--- src/rtl/io_pad_ctrl_pkg.sv ---
// Shared types and constants for the pad-control layer.
//   filt_mode_e     : per-channel input qualification mode.
//   MIN_SYNC_STAGES : smallest synchroniser depth the channels will build.
package io_pad_ctrl_pkg;

  typedef enum logic [1:0] {
    BYPASS   = 2'b00,
    SYNC     = 2'b01,
    DEBOUNCE = 2'b10,
    RSVD     = 2'b11
  } filt_mode_e;

  localparam int unsigned MIN_SYNC_STAGES = 2;

endpackage

--- src/rtl/io_pad_qual_ch.sv ---
// One pad channel's input qualification: synchroniser, debounce filter and
// rise/fall edge detect.
//   clk_i, rst_i : clock, asynchronous active-high reset
//   pad_in_i     : raw pad input
//   mode_i       : filt_mode_e encoding (BYPASS / SYNC / DEBOUNCE / RSVD)
//   thresh_i     : debounce threshold (change accepted after thresh_i + 1
//                  consecutive differing clocks)
//   io_in_o      : qualified input to the core
//   rise_o/fall_o: one-cycle edge pulses of the qualified value
module io_pad_qual_ch
  import io_pad_ctrl_pkg::*;
#(
  parameter int unsigned SYNC_STAGES = 2,
  parameter int unsigned CNT_W       = 8,
  parameter logic        RST_VAL     = 1'b1
) (
  input  logic             clk_i,
  input  logic             rst_i,
  input  logic             pad_in_i,
  input  logic [1:0]       mode_i,
  input  logic [CNT_W-1:0] thresh_i,
  output logic             io_in_o,
  output logic             rise_o,
  output logic             fall_o
);

  // Depths below the minimum are clamped rather than built unsafe.
  localparam int unsigned STAGES =
    (SYNC_STAGES < MIN_SYNC_STAGES) ? MIN_SYNC_STAGES : SYNC_STAGES;

  filt_mode_e        mode;
  logic [STAGES-1:0] sync_q;
  logic              sync;
  logic              filt_q;
  logic [CNT_W-1:0]  cnt_q;
  logic              q;
  logic              prev_q;

  assign mode = filt_mode_e'(mode_i);
  assign sync = sync_q[STAGES-1];

  always_ff @(posedge clk_i or posedge rst_i) begin
    if (rst_i) begin
      sync_q <= {STAGES{RST_VAL}};
    end else begin
      sync_q <= {sync_q[STAGES-2:0], pad_in_i};
    end
  end

  // Outside DEBOUNCE the filter shadows sync so entering DEBOUNCE never
  // produces a spurious change.
  always_ff @(posedge clk_i or posedge rst_i) begin
    if (rst_i) begin
      filt_q <= RST_VAL;
      cnt_q  <= '0;
    end else if (mode != DEBOUNCE) begin
      filt_q <= sync;
      cnt_q  <= '0;
    end else if (sync == filt_q) begin
      cnt_q <= '0;
    end else if (cnt_q >= thresh_i) begin
      filt_q <= sync;
      cnt_q  <= '0;
    end else if (cnt_q != '1) begin
      cnt_q <= cnt_q + 1'b1;
    end
  end

  // Edges come from sync in BYPASS so the raw combinational path is never
  // used to build pulses.
  assign q = (mode == DEBOUNCE) ? filt_q : sync;

  always_ff @(posedge clk_i or posedge rst_i) begin
    if (rst_i) begin
      prev_q <= RST_VAL;
    end else begin
      prev_q <= q;
    end
  end

  assign rise_o = q & ~prev_q;
  assign fall_o = ~q & prev_q;

  always_comb begin
    io_in_o = sync;
    case (mode)
      BYPASS:   io_in_o = pad_in_i;
      DEBOUNCE: io_in_o = filt_q;
      default:  io_in_o = sync;
    endcase
  end

endmodule

--- src/rtl/io_pad_ctrl_gen.sv ---
// Pad-control layer between the core io_in/io_out/io_oe/pad_cfg vectors and
// the FPGA pad primitives, for N_IO channels.
//   clk_i, rst_i  : qualification clock, asynchronous active-high reset
//   pad_in_i      : raw pad inputs
//   io_out_i      : core output data
//   io_oe_i       : core output enables (1 = drive)
//   pad_cfg_i     : per-channel pad configuration, bit 0 = pull enable
//   filt_mode_i   : per-channel qualification mode (filt_mode_e)
//   filt_thresh_i : shared debounce threshold
//   io_in_o       : qualified inputs to the core
//   rise_o/fall_o : one-cycle edge pulses per channel
//   pad_out_o     : pad output data
//   pad_oen_o     : pad output enable, active-low
//   pad_pen_o     : pad pull enable, active-low
//   safe_o        : high during the post-reset window in which all pad
//                   drivers are forced off and pulls forced on
module io_pad_ctrl_gen
  import io_pad_ctrl_pkg::*;
#(
  parameter int unsigned     N_IO        = 48,
  parameter int unsigned     NBIT_PADCFG = 6,
  parameter int unsigned     SYNC_STAGES = 2,
  parameter int unsigned     CNT_W       = 8,
  parameter int unsigned     SAFE_CYCLES = 16,
  parameter logic [N_IO-1:0] IN_RST_VAL  = '1
) (
  input  logic                              clk_i,
  input  logic                              rst_i,
  input  logic [N_IO-1:0]                   pad_in_i,
  input  logic [N_IO-1:0]                   io_out_i,
  input  logic [N_IO-1:0]                   io_oe_i,
  input  logic [N_IO-1:0][NBIT_PADCFG-1:0]  pad_cfg_i,
  input  logic [N_IO-1:0][1:0]              filt_mode_i,
  input  logic [CNT_W-1:0]                  filt_thresh_i,
  output logic [N_IO-1:0]                   io_in_o,
  output logic [N_IO-1:0]                   rise_o,
  output logic [N_IO-1:0]                   fall_o,
  output logic [N_IO-1:0]                   pad_out_o,
  output logic [N_IO-1:0]                   pad_oen_o,
  output logic [N_IO-1:0]                   pad_pen_o,
  output logic                              safe_o
);

  logic safe;
  logic unused_cfg;

  for (genvar i = 0; i < N_IO; i++) begin : g_ch
    io_pad_qual_ch #(
      .SYNC_STAGES (SYNC_STAGES),
      .CNT_W       (CNT_W),
      .RST_VAL     (IN_RST_VAL[i])
    ) u_qual (
      .clk_i    (clk_i),
      .rst_i    (rst_i),
      .pad_in_i (pad_in_i[i]),
      .mode_i   (filt_mode_i[i]),
      .thresh_i (filt_thresh_i),
      .io_in_o  (io_in_o[i]),
      .rise_o   (rise_o[i]),
      .fall_o   (fall_o[i])
    );
  end

  if (SAFE_CYCLES == 0) begin : g_no_safe
    assign safe = 1'b0;
  end else begin : g_safe
    localparam int unsigned     SAFE_W   = $clog2(SAFE_CYCLES + 1);
    localparam logic [SAFE_W-1:0] SAFE_MAX = SAFE_W'(SAFE_CYCLES);

    logic [SAFE_W-1:0] safe_cnt_q;

    // Saturating count; any reset restarts the window from zero.
    always_ff @(posedge clk_i or posedge rst_i) begin
      if (rst_i) begin
        safe_cnt_q <= '0;
      end else if (safe_cnt_q != SAFE_MAX) begin
        safe_cnt_q <= safe_cnt_q + 1'b1;
      end
    end

    assign safe = (safe_cnt_q < SAFE_MAX);
  end

  assign safe_o = safe;

  always_comb begin
    pad_oen_o = '1;
    pad_out_o = '0;
    pad_pen_o = '0;
    if (!safe) begin
      pad_oen_o = ~io_oe_i;
      pad_out_o = io_out_i;
      for (int unsigned i = 0; i < N_IO; i++) begin
        pad_pen_o[i] = ~pad_cfg_i[i][0];
      end
    end
  end

  // Only bit 0 of each configuration word is consumed here.
  assign unused_cfg = ^pad_cfg_i;

endmodule

--- config.mk ---
export PLATFORM = sky130hd
export DESIGN_NAME = io_pad_ctrl_gen
export DESIGN_NICKNAME = d
export VERILOG_FILES = /design/src/rtl/io_pad_ctrl_pkg.sv /design/src/rtl/io_pad_qual_ch.sv /design/src/rtl/io_pad_ctrl_gen.sv
export SDC_FILE = /design/constraint.sdc
export NUM_CORES = 2
export LEC_CHECK = 0
export BUFFER_PORTS_ARGS = -buffer_cell sky130_fd_sc_hd__buf_2
export CAP_MARGIN = 10
export CORE_AREA = 2 2 317 319
export DETAILED_ROUTE_END_ITERATION = 8
export DIE_AREA = 0 0 319 321
export GPL_TIMING_DRIVEN = 0
export PLACE_DENSITY = 0.62
export SKIP_LAST_GASP = 1
export SLEW_MARGIN = 20
export SYNTH_ARGS = -nofsm -noshare
export SYNTH_HDL_FRONTEND = slang
export SYNTH_HIERARCHICAL = 1
export SYNTH_SLANG_ARGS = --single-unit
--- constraint.sdc ---
create_clock -name clk_i -period 2.1 [get_ports clk_i]
set_input_delay 0.42 -clock clk_i [delete_from_list [all_inputs] [get_ports clk_i]]
set_output_delay 0.42 -clock clk_i [all_outputs]
set_load 0.05 [all_outputs]
Word level (Yosys, flattened, before mapping)
Index checks and enable logic that the tools add are counted.

$mul: 0. Equal/unequal tests: 241. Bitwise logic cells: 241. Shifts and indexed selects: 0. Order comparisons: 49. Divide/modulo/power cells: 0. Reduce and logical (&&, ||, !) cells: 192. Add/sub/neg operators: 49. Mux-type cells: 435.

Operators with widths (count): 8-bit 2-to-1 mux (192); 8-bit by 1-bit adder with 8-bit output (second input constant) (48); 8-bit greater-or-equal comparator (48); 8-bit != test (second input constant) (48); 1-bit 2-to-1 mux (192); 4-bit nonzero test (48); 48-bit 2-to-1 mux (3); 1-bit NOT (144); 1-bit bitwise AND (96); 2-bit equality test (second input constant) (48); 2-bit logical NOT (48); 2-bit by 1-bit != test with 1-bit output (second input constant) (48); 2-bit != test (second input constant) (48); 1-bit one-hot mux with 2 select lines (48); 2-bit AND reduction (48); 2-bit nonzero test (48); 1-bit equality test (48); 48-bit NOT (1); 5-bit by 1-bit adder with 5-bit output (second input constant) (1); 5-bit less-than comparator (second input constant) (1); 5-bit != test (second input constant) (1).

RAM bits: 0. Register bits after elaboration: 581. Output and inout port bits: 289. Input port bits: 538. Memory bits (read-only): 0. Logic and storage cells: 1400. Memories: 0. Bits in latches: 0.

Longest topological paths before layout
Depth after elaboration: 5. Mapped depth: 6. Gate-level depth less buffers: 6.

By module
The synthesis kept the hierarchy.

By module, submodules not included: io_pad_qual_ch (seq. area each 305.3 um^2, area each 840.8 um^2, cells an instance 87, instances 48); io_pad_ctrl_gen (seq. area each 125.1 um^2, area each 1007.2 um^2, cells an instance 182, instances 1).

Worst setup path after synthesis
Ideal clock, no wire load.

Kind: register to output. From: register g_ch[0].u_qual.filt_q. To: output port io_in_o[0]. Cell stages (with the launch flop): 3. Path buffers: 0. Path slack: -0.005 ns. Data required time: 1.680 ns. Data arrival time: 1.685 ns. Cells stage by stage: dfstp_2 > mux2i_1 > o21ai_0.

Cells in the longest elaborated chain, start to end: 1.

RTL lines: start: declaration (line io_pad_qual_ch.sv:34) `logic filt_q;`; start signal: assignment (line io_pad_qual_ch.sv:57) `filt_q <= sync;`; start signal: assignment (line io_pad_qual_ch.sv:62) `filt_q <= sync;`; 1-bit one-hot mux with 2 select lines (line io_pad_qual_ch.sv:86) `case (mode)`; end: declaration (line io_pad_ctrl_gen.sv:35) `output logic [N_IO-1:0] io_in_o,`.

No other way between the ends.

Final worst setup path
From: register g_safe.safe_cnt_q[4]. To: output port pad_pen_o[8].

Cells in the longest elaborated chain, start to end: 2.

RTL lines: start: declaration (line io_pad_ctrl_gen.sv:70) `logic [SAFE_W-1:0] safe_cnt_q;`; start signal: assignment (line io_pad_ctrl_gen.sv:77) `safe_cnt_q <= safe_cnt_q + 1'b1;`; 5-bit less-than comparator (line io_pad_ctrl_gen.sv:81) `assign safe = (safe_cnt_q < SAFE_MAX);`; 48-bit 2-to-1 mux (line io_pad_ctrl_gen.sv:90) `if (!safe) begin`; end: declaration (line io_pad_ctrl_gen.sv:40) `output logic [N_IO-1:0] pad_pen_o,`.

No other way between the ends.

==> impl_metrics.py <==
metrics = {
    "synth": {
        "synthesis.nets": 5330,
        "synth_area_mm2": 0.0414,
        "synth_edf_count": 0,
        "ys.flop_type": "dfrtp_1",
        "syn_inst": 4358,
        "synth_warnings": 6,
        "synth_cell_types": 38,
        "async_reset_ff_share_pct": 100,
        "yosysSeqAreaShare_pct": 35.7,
        "synth_area_per_cell_um2": 9.49,
        "yosys_register_bits": 581,
    },
    "power_and_ir_drop": {
        "pwr-share-clk_pct": 38.6,
        "power_mw": 31.8,
        "power_frac_comb_pct": 23.5,
        "p_leak_nw": 25.9,
        "internal_power_mw": 21.8,
        "ir_drop_uv": 489,
        "p_seq_share_pct": 37.8,
        "p_sw_mw": 9.98,
        "p_per_area_mw_per_mm2": 587,
        "swShare_pct": 31.4,
    },
    "cts": {
        "path_clk_slew_ps": 60,
        "cts_tree": "built",
        "cts_max_path_buffers": 3,
        "clk_latency_ps": 620,
        "numCtsBuffers": 72,
        "clock_sinks": 581,
        "htreeDepth": 3,
        "cts_root_buffer": "clkbuf_16",
    },
    "timing": {
        "fin_crit_sh_pct": 114,
        "rsz0062_at_grt": "true",
        "setup_viol": 148,
        "worst_slack_ps": -292,
        "tightest_slew_ps": 661,
        "hold_viol": 0,
        "relSlewSlack_pct": 55.8,
        "fin_hold_ws_ps": 37.3,
        "fmax_ghz": 0.418,
        "maxSlewViolCount": 0,
        "final.setup.tns_ps": -17850,
        "skew_ps": 25.5,
        "min_period_ps": 2390,
    },
    "floorplan": {
        "fp.dieW_um": 319,
        "initial_core_util_pct": 41.7,
        "dieArea_mm2": 0.102,
        "die_h_um": 321,
        "rows": 116,
        "core_area_mm2": 0.0993,
        "pin_count": 827,
    },
    "route": {
        "first_pass_iters": 6,
        "detail_route.wl_per_cell_um": 21.6,
        "num_vias": 36100,
        "vias_per_cell": 5.42,
        "drc": 0,
        "drtAntennaViolNets": 0,
        "drt-initial-drc-count": 2324,
        "routed_wl_um": 144000,
    },
    "placed_design": {
        "placed_cells": 6251,
        "io_buffers": 586,
        "hpwlAfterDp_um": 109000,
        "gp_congestion": 1.10,
    },
    "critical_path": {
        "start_kind": "flop",
        "crit_path_end_kind": "output port",
        "reg2reg_depth": 6,
        "setup.worst_path.class": "flop to output port",
        "rr_startpoint": "g_ch[13].u_qual/cnt_q[0]$_DFFE_PP0P_",
        "worstPathArrival_ps": 1970,
        "timing.reg2reg.setup_slack_ps": 20,
        "cp.required_ps": 1680,
        "cp_max_fo": 8,
        "timing.rr.end": "g_ch[13].u_qual/filt_q$_DFFE_PP1P_",
    },
    "layout": {
        "drive_above_1_share_pct": 28.3,
        "final_core_util_pct": 54.6,
        "fin_cells": 6660,
        "finalNetCount": 6226,
        "areaGrowthSynthToFinish_pct": 31.0,
    },
    "global_route": {
        "grt_max_degree": 33,
        "globalRouteMet2Util_pct": 43.2,
        "grt_usage_pct": 27.2,
        "grt_pass1_wl_um": 212000,
        "grt_pass1_vias": 34700,
        "antenna_found_initial": 75,
        "grt_remaining_overflow": 0,
        "busiest_layer": "met2",
        "use_met3_pct": 8.76,
        "grt.met1_usage_pct": 32.1,
    },
    "run_status": {
        "violations": "negative setup slack",
        "status": "finished, violations left",
    },
    "min_path": {
        "hp-class": "primary input to asynchronous set/reset pin",
    },
    "run": {
        "max-cap-violations": 0,
    },
}
## metrics by stage
stage	setup slack, ps	area (um2)
2_1_floorplan	229	41400
3_3_place_gp	-1630	45900
3_5_place_dp	-862	46200
4_1_cts	-277	51800
5_1_grt	-273	54200
6_report	-292	54200
## area by class of cell
| class | instances | area (um2) |
|---|---|---|
| diodes | 49 | 123 |
| plain buffers | 111 | 861 |
| clock buffers | 109 | 2100 |
| clock inverters | 24 | 189 |
| fillers | 8911 | 45100 |
| inverters | 484 | 1830 |
| multi-input cells | 3190 | 25800 |
| flip-flops and latches | 581 | 14800 |
| well taps | 1298 | 1620 |
| repair buffers | 814 | 6890 |
## registers in the layout (all words and copies together), names as in the netlist
| name | cells |
|---|---|
| g_ch.u_qual/sync_q | 96 |
| g_ch.u_qual/cnt_q | 384 |
| g_safe.safe_cnt_q | 5 |
| g_ch.u_qual/prev_q | 48 |
| g_ch.u_qual/filt_q | 48 |
## layout by cell type (no fill, tap or decap), types with 48 or more instances in the layout
cell,netlist,final
inv_1,483,483
ha_1,434,432
dfrtp_1,389,386
buf_2,58,342
nand2_1,336,314
nor2_1,336,274
buf_4,0,251
nand3_1,194,194
nand2b_1,194,193
dfstp_2,192,192
mux2i_1,192,155
a21oi_1,144,144
a31oi_1,144,144
buf_6,2,123
nor2b_1,96,96
and3_1,96,96
nor3_1,96,96
nand3b_1,96,96
or3_1,96,96
clkbuf_16,0,77
buf_8,0,56
and2_4,0,52
xnor2_1,51,51
diode_2,0,49
a2111oi_4,0,48
o21a_1,48,48
o211a_1,48,48
o41ai_4,48,48
dlygate4sd1_1,48,48
or4_1,48,48
a311oi_1,48,48
and2b_1,48,48
dlygate4sd3_1,0,48
## worst max-delay path: stages, from the launching register on
cell     delay, ps
dfrtp_1        390
buf_12         180
inv_12          70
buf_16         150
nor2_4         350
buf_8          200
## metal layers
layer  part of all wire (%)  vias up
met1                     40    17500
li1                       -    17300
met4                    5.9       12
met5                  0.059        -
met2                     46      996
met3                    7.8      265
## power groups by stage
stage | registers (mW) | logic, mW | clock network, mW
after floorplan | 12.1 | 4.12 | 0
after global routing | 12.1 | 8.01 | 13.1
final | 12.0 | 7.48 | 12.3
after detailed placement | 12.2 | 6.08 | 0
after CTS | 12.0 | 6.93 | 12.7
after global placement | 12.2 | 6.01 | 0
## kinds of logic (layout without fill, tap and decap cells)
family	after synthesis	after routing	synth area share, %
xor gates and xnor gates	51	51	1.08
adders and majority gates	434	434	13.1
buffers and inverters	596	1542	6.20
and+or+nand+nor	1830	1830	24.2
other	0	49	0
DFF	581	581	35.7
muxes	241	241	5.99
AOI/OAI and AO/OA	625	634	13.7
## synthesized netlist by cell type (48+ instances only)
cell	number	area (um2)
mux2i_1	192	1920
nand3b_1	96	721
or4_1	48	360
dfrtp_1	389	9730
o41ai_4	48	1320
nor2_1	336	1260
mux2_1	48	541
and3_1	96	601
buf_2	58	290
a31oi_1	144	901
and2_1	96	601
nand2_1	336	1260
o211a_1	48	480
o21a_1	48	360
dfstp_2	192	5040
dlygate4sd1_1	48	420
xnor2_1	51	447
a21oi_1	144	721
a2111oi_2	48	721
nand2b_1	194	1210
nor4_2	48	601
nor2b_1	96	601
and2b_1	48	360
nand3_1	194	971
nor3b_1	48	360
a311oi_1	48	420
nor3_1	96	480
ha_1	434	5430
o21ai_0	49	245
or3_1	96	601
a2111oi_1	48	480
inv_1	483	1810
## how the worst max path moves through the flow
stage	end	depth (start not counted)	from	slack, ps
floorplan	g_ch[0].u_qual/cnt_q[6]$_DFFE_PP0P_	5	filt_thresh_i[0]	230
global placement	g_ch[28].u_qual/cnt_q[6]$_DFFE_PP0P_	6	filt_thresh_i[0]	-1630
detailed placement	g_ch[12].u_qual/cnt_q[6]$_DFFE_PP0P_	7	filt_thresh_i[0]	-860
CTS	pad_pen_o[9]	5	g_safe.safe_cnt_q[4]$_DFFE_PP0N_	-280
global route	pad_pen_o[8]	5	g_safe.safe_cnt_q[4]$_DFFE_PP0N_	-270
finish	pad_pen_o[8]	5	g_safe.safe_cnt_q[4]$_DFFE_PP0N_	-290
## timing repair
item,in CTS,in global routing
cloned,3,11
hold buffers,48,0
resized for setup,699,302
buffers inserted,74,93
pin swaps,45,85
endpoints found under the setup margin,346,386
endpoints found under the hold margin,48,0
No activity file was read; power rests on OpenSTA's default activity.
